--- config.mk ---
export PLATFORM = sky130hd
export DESIGN_NAME = sdram_arbiter
export DESIGN_NICKNAME = d
export VERILOG_FILES = /design/src/rtl/sdram_arbiter.sv
export SDC_FILE = /design/constraint.sdc
export NUM_CORES = 1
export LEC_CHECK = 0
export CORE_ASPECT_RATIO = 1.75
export CORE_MARGIN = 3
export CORE_UTILIZATION = 37
export DETAILED_ROUTE_END_ITERATION = 8
export GPL_TIMING_DRIVEN = 0
export PLACE_DENSITY_LB_ADDON = 0.1
export RECOVER_POWER = 100
export SYNTH_ARGS = -nofsm -noshare
export SYNTH_HDL_FRONTEND = slang
export SYNTH_SLANG_ARGS = --single-unit
--- constraint.sdc ---
create_clock -name clk -period 1.6 [get_ports clk]
set_clock_uncertainty 0.2 [all_clocks]
set_input_delay 0.4 -clock clk [delete_from_list [all_inputs] [get_ports clk]]
set_output_delay 0.4 -clock clk [all_outputs]
set_load 0.02 [all_outputs]
--- src/rtl/sdram_arbiter.sv ---
// sdram_arbiter: two-port (CPU/DMA) arbiter in front of the byte-wide SDRAM controller.
`default_nettype none
`timescale 1ns/1ps
// +--------------------------------------------------------------------------+
// | Module      : sdram_arbiter                                              |
// | Description : Fixed-priority CPU/DMA arbiter with DMA anti-starvation,   |
// |               edge-triggered rd/we strobes and ready tracking.          |
// | Revision    : 1.0 - initial release                                      |
// +--------------------------------------------------------------------------+
module sdram_arbiter #(
  parameter int SETTLE_CYCLES = 2,
  parameter int DMA_MAX_WAIT  = 4
) (
  input  logic        clk,
  input  logic        reset,
  input  logic [24:0] cpu_addr,
  input  logic [7:0]  cpu_din,
  input  logic        cpu_rd,
  input  logic        cpu_we,
  output logic [7:0]  cpu_dout,
  output logic        cpu_ack,
  input  logic [24:0] dma_addr,
  input  logic [7:0]  dma_din,
  input  logic        dma_rd,
  input  logic        dma_we,
  output logic [7:0]  dma_dout,
  output logic        dma_ack,
  output logic [24:0] sd_addr,
  output logic [7:0]  sd_din,
  output logic        sd_rd,
  output logic        sd_we,
  input  logic [7:0]  sd_dout,
  input  logic        sd_ready
);

  localparam int SCW = $clog2(SETTLE_CYCLES + 1);
  localparam int SW  = $clog2(DMA_MAX_WAIT + 1);
  localparam logic [SW-1:0]  STARVE_MAX = SW'(DMA_MAX_WAIT);
  localparam logic [SCW-1:0] SETTLE_INIT = SCW'(SETTLE_CYCLES - 1);

  localparam logic [1:0] S_IDLE   = 2'd0;
  localparam logic [1:0] S_STROBE = 2'd1;
  localparam logic [1:0] S_SETTLE = 2'd2;
  localparam logic [1:0] S_WAIT   = 2'd3;

  logic [1:0]     state;
  logic [SCW-1:0] settle_cnt;
  logic [SW-1:0]  starve_cnt;
  logic           grant;      // 0 = CPU, 1 = DMA
  logic           op_write;

  logic cpu_req;
  logic dma_req;
  logic dma_pending;
  logic pick_dma;

  // A port is masked during its ack cycle so a still-held request is not serviced twice.
  always_comb begin
    cpu_req     = (cpu_rd | cpu_we) & ~cpu_ack;
    dma_req     = (dma_rd | dma_we) & ~dma_ack;
    dma_pending = dma_rd | dma_we;
    pick_dma    = dma_req & (~cpu_req | (starve_cnt == STARVE_MAX));
  end

  always_ff @(posedge clk) begin
    if (reset) begin
      state      <= S_IDLE;
      settle_cnt <= '0;
      starve_cnt <= '0;
      grant      <= 1'b0;
      op_write   <= 1'b0;
      sd_addr    <= '0;
      sd_din     <= '0;
      sd_rd      <= 1'b0;
      sd_we      <= 1'b0;
      cpu_dout   <= '0;
      dma_dout   <= '0;
      cpu_ack    <= 1'b0;
      dma_ack    <= 1'b0;
    end else begin
      cpu_ack <= 1'b0;
      dma_ack <= 1'b0;
      sd_rd   <= 1'b0;
      sd_we   <= 1'b0;
      case (state)
        S_IDLE: begin
          if (sd_ready && (cpu_req || dma_req)) begin
            state <= S_STROBE;
            grant <= pick_dma;
            if (pick_dma) begin
              sd_addr    <= dma_addr;
              sd_din     <= dma_din;
              op_write   <= dma_we;
              sd_rd      <= ~dma_we;
              sd_we      <= dma_we;
              starve_cnt <= '0;
            end else begin
              sd_addr  <= cpu_addr;
              sd_din   <= cpu_din;
              op_write <= cpu_we;
              sd_rd    <= ~cpu_we;
              sd_we    <= cpu_we;
              if (!dma_pending)
                starve_cnt <= '0;
              else if (starve_cnt != STARVE_MAX)
                starve_cnt <= starve_cnt + 1'b1;
            end
          end
        end
        S_STROBE: begin
          state      <= S_SETTLE;
          settle_cnt <= SETTLE_INIT;
        end
        S_SETTLE: begin
          if (settle_cnt == '0)
            state <= S_WAIT;
          else
            settle_cnt <= settle_cnt - 1'b1;
        end
        default: begin
          if (sd_ready) begin
            state <= S_IDLE;
            if (grant) begin
              dma_ack <= 1'b1;
              if (!op_write) dma_dout <= sd_dout;
            end else begin
              cpu_ack <= 1'b1;
              if (!op_write) cpu_dout <= sd_dout;
            end
          end
        end
      endcase
    end
  end

endmodule
`default_nettype wire

==> results of run 1 <==
==> cells in the final DEF, fill, tap and decap left out, drive strengths merged, types with 3 or more instances in the layout <==
cell	instances
dlygate4sd2	4
clkbuf	45
o31ai	3
a21oi	51
nor2	46
nor3	7
buf	49
nand2	54
ha	7
nand2b	3
a211oi	35
nor2b	3
dfxtp	62
mux2i	10
clkdlybuf4s50	75
inv	9
a21o	3
clkdlybuf4s15	30
==> per-layer routing <==
metal | part of all wire | track usage | vias to the layer above
met4 | 0.023 | 0.138 | 0
met2 | 0.57 | 0.442 | 123
met3 | 0.056 | 0.0638 | 16
li1 | - | - | 1516
met1 | 0.35 | 0.236 | 1522
met5 | 0 | 0 | -
==> cells by family after synthesis <==
kind of cell | count (synthesis)
AOI/OAI and AO/OA | 97
buffers and inverters | 29
adders and majority gates | 7
muxes | 10
and+or+nand+nor | 126
DFF | 62
==> sequential cells by signal (all words and copies together), names as in the netlist <==
register,cells
cpu_ack,1
dma_dout,8
cpu_dout,8
sd_rd,1
state,2
sd_we,1
op_write,1
sd_din,8
grant,1
dma_ack,1
starve_cnt,3
sd_addr,25
settle_cnt,2
==> power breakdown <==
group | leakage (uW) | switching, uW | total, uW | internal [uW]
logic | 0.00140 | 1860 | 3530 | 1680
clock network | 0.000138 | 645 | 1800 | 1150
registers | 0.000511 | 203 | 2080 | 1880
total | 0.00205 | 2710 | 7410 | 4700
==> cell type report <==
| cell class | count | area, sq um | area share |
|---|---|---|---|
| Multi-Input combinational cell | 241 | 1920 | 0.353 |
| Sequential cell | 62 | 1250 | 0.231 |
| Inverter | 9 | 38.8 | 0.00715 |
| Clock inverter | 1 | 5.00 | 0.000922 |
| Tap cell | 86 | 108 | 0.0198 |
| Buffer | 20 | 228 | 0.0420 |
| Clock buffer | 13 | 270 | 0.0498 |
| Timing Repair Buffer | 170 | 1610 | 0.296 |
==> how the worst min path moves through the flow <==
stage | from | to
global placement | dma_dout[1] | dma_dout[1]
CTS | dma_dout[6] | dma_dout[6]
finish | dma_dout[2] | dma_dout[2]
detailed placement | dma_dout[6] | dma_dout[6]
floorplan | starve_cnt[0] | starve_cnt[0]
global route | dma_dout[0] | dma_dout[0]
==> metrics by stage <==
| stage | hold slack (ps) | setup slack (ps) | TNS, ps |
|---|---|---|---|
| 4_1_cts | 255 | -174 | -3870 |
| 3_3_place_gp | 245 | -713 | -37540 |
| 5_1_grt | 274 | -265 | -9750 |
| 2_1_floorplan | 240 | -31.1 | -420 |
| 3_5_place_dp | 251 | -732 | -38870 |
| 6_report | 254 | -217 | -7020 |
==> worst min-delay path, stage by stage, from the launching register on <==
cell and delay (ps):
dfxtp_1 300, nand2_1 50, a21oi_1 50
==> repair_timing <==
item                                    CTS  global route
pin swaps                                35            37
hold endpoints to repair                  0             0
buffers inserted                         18            16
endpoints found under the setup margin  113            97
gates cloned                              6             1
gates resized for setup                 199            97
==> run summary, run 1 <==
R2R cell count -> 9
DR DRC count -> 0
Syn Inst Count -> 331
Post-DR vias/cell -> 5.28
Syn Nets -> 419
Worst r2r dst -> sd_addr[8]
Number of global-route vias before repair -> 3289
FILL cells -> 525
Die H -> 121 um
CTS sink count -> 62
Power Density -> 1360 nW/um^2
Most frequent cells after synthesis -> dfxtp_1, nand2_1, a21oi_1, nor2_1, a211oi_1
Failing checks -> negative setup slack
I/O pins -> 134
Mapped Area -> 2800 sq um
Critical Path Sink -> sd_addr[8]
Nets -> 601
Core Region -> 7280 sq um
Unrepaired setup endpoints after global routing -> yes
Req. time, crit path -> 1610 ps
Top-count cell post-synth -> dfxtp_1
Synth Area in Compound Gates -> 0.230
Slowest stage delay, CP -> 330 ps
DR pass1 iterations -> 4
Combinational family with the most area after synthesis -> compound AO/OA/AOI/OAI gates
Ant diodes -> 0
Synth Area in Adders -> 0.0313
Post-synth EDFFs -> 0
Critical path depth -> 9
Max IR drop VDD -> 0.000777 V
Placed cell areas -> 4290 sq um
Fin area -> 5430 sq um
Initial antenna violation count -> 0
Final Util -> 0.745
Run status -> finished with violations
Yosys reg bits -> 62
Post-DRT Antenna Nets -> 0
Pwr Total -> 7410 uW
Max-slew violations -> 0
Crit path max fanout -> 10
Final worst slack -> -217 ps
Tmin final -> 1820 ps
Type of destination of the critical path -> register
Die ar. -> 8670 sq um
Crit path cell chain -> inv_2, ha_4, a21oi_4, buf_6, a21oi_4, buf_12, buf_12, a21oi_2, a211oi_2
Final non-filler cell total -> 602
Via Count -> 3177
Crit path buffers/inverters -> 4
Worst Setup Path Type -> register to register
Multiplexer share of the synthesized area -> 0.0358
Final hold viol count -> 0
Row count -> 41
Largest net degree at the start of global routing -> 11
Initial DRC Count -> 141
CTS Root Cell -> clkbuf_16
Sequential cell area fraction in the yosys report -> 0.444
Worst-skew pair later-pin latency -> 330 ps
LEAKAGE -> 0.00205 uW
H-tree depth -> 3
First-pass GRT wire length -> 16.1 mm
Relative slew slack -> 0.641
Worst setup SP type -> register
Worst reg2reg setup slack -> -220 ps
Tot GR Track Use -> 0.241
CTS Hold Buffers Added -> 0
Final period util -> 1.14
XOR/XNOR Fraction of Synth Area -> 0
Layout overhead on the synthesized area -> 94.2%
Dpl hpwl -> 6.61 mm
FFs w/ async S/R, synth -> 0
Clk buf depth -> 2
Reg clk slew, reported paths -> 50 ps
CP arrival -> 1820 ps
Crit-path leading delay family -> compound AO/OA/AOI/OAI gates
Chip Width -> 71.7 um
CTS Buf Count -> 9
Synth warn -> 0
Max-Cap Viols -> 0
Worst setup path startpoint -> starve_cnt[1]
RePlAce Congestion -> 0.810
Number of unique standard cell types used by synthesis -> 37
Worst Hold Class -> register to register
Post-synth top area share -> 0.444
GRT overflow -> 0
Fraction of layout instances using a drive strength above 1 -> 0.341
CTS tree -> built
Synth area leaders -> dfxtp_1, a211oi_1, a21oi_1, nand2_1, nor2_1
Syn_area_per_cell -> 8.44 sq um
Detailed Route WL -> 10.8 mm
Port bufs -> 133
Fmax -> 550 MHz
Synth Flop Type -> dfxtp_1
Slowest CP cell -> dfxtp_2
Synth Area in Simple Gates -> 0.200
Post-synth top area cell -> dfxtp_1
Hold path depth -> 2
Dpl cells -> 550
WL/cell -> 17.9 um
Starting Density -> 0.384
Final setup vio count -> 43
Worst slew pin tran -> 539 ps
R2r startpoint -> starve_cnt[1]
Note: power is estimated with default switching activity, not from simulation.
==> run 2: changes to the inputs <==
- SLEW_MARGIN: unset -> 10
==> results of run 2 <==
Final layout, timing and power as in run 1 (identical DEF).
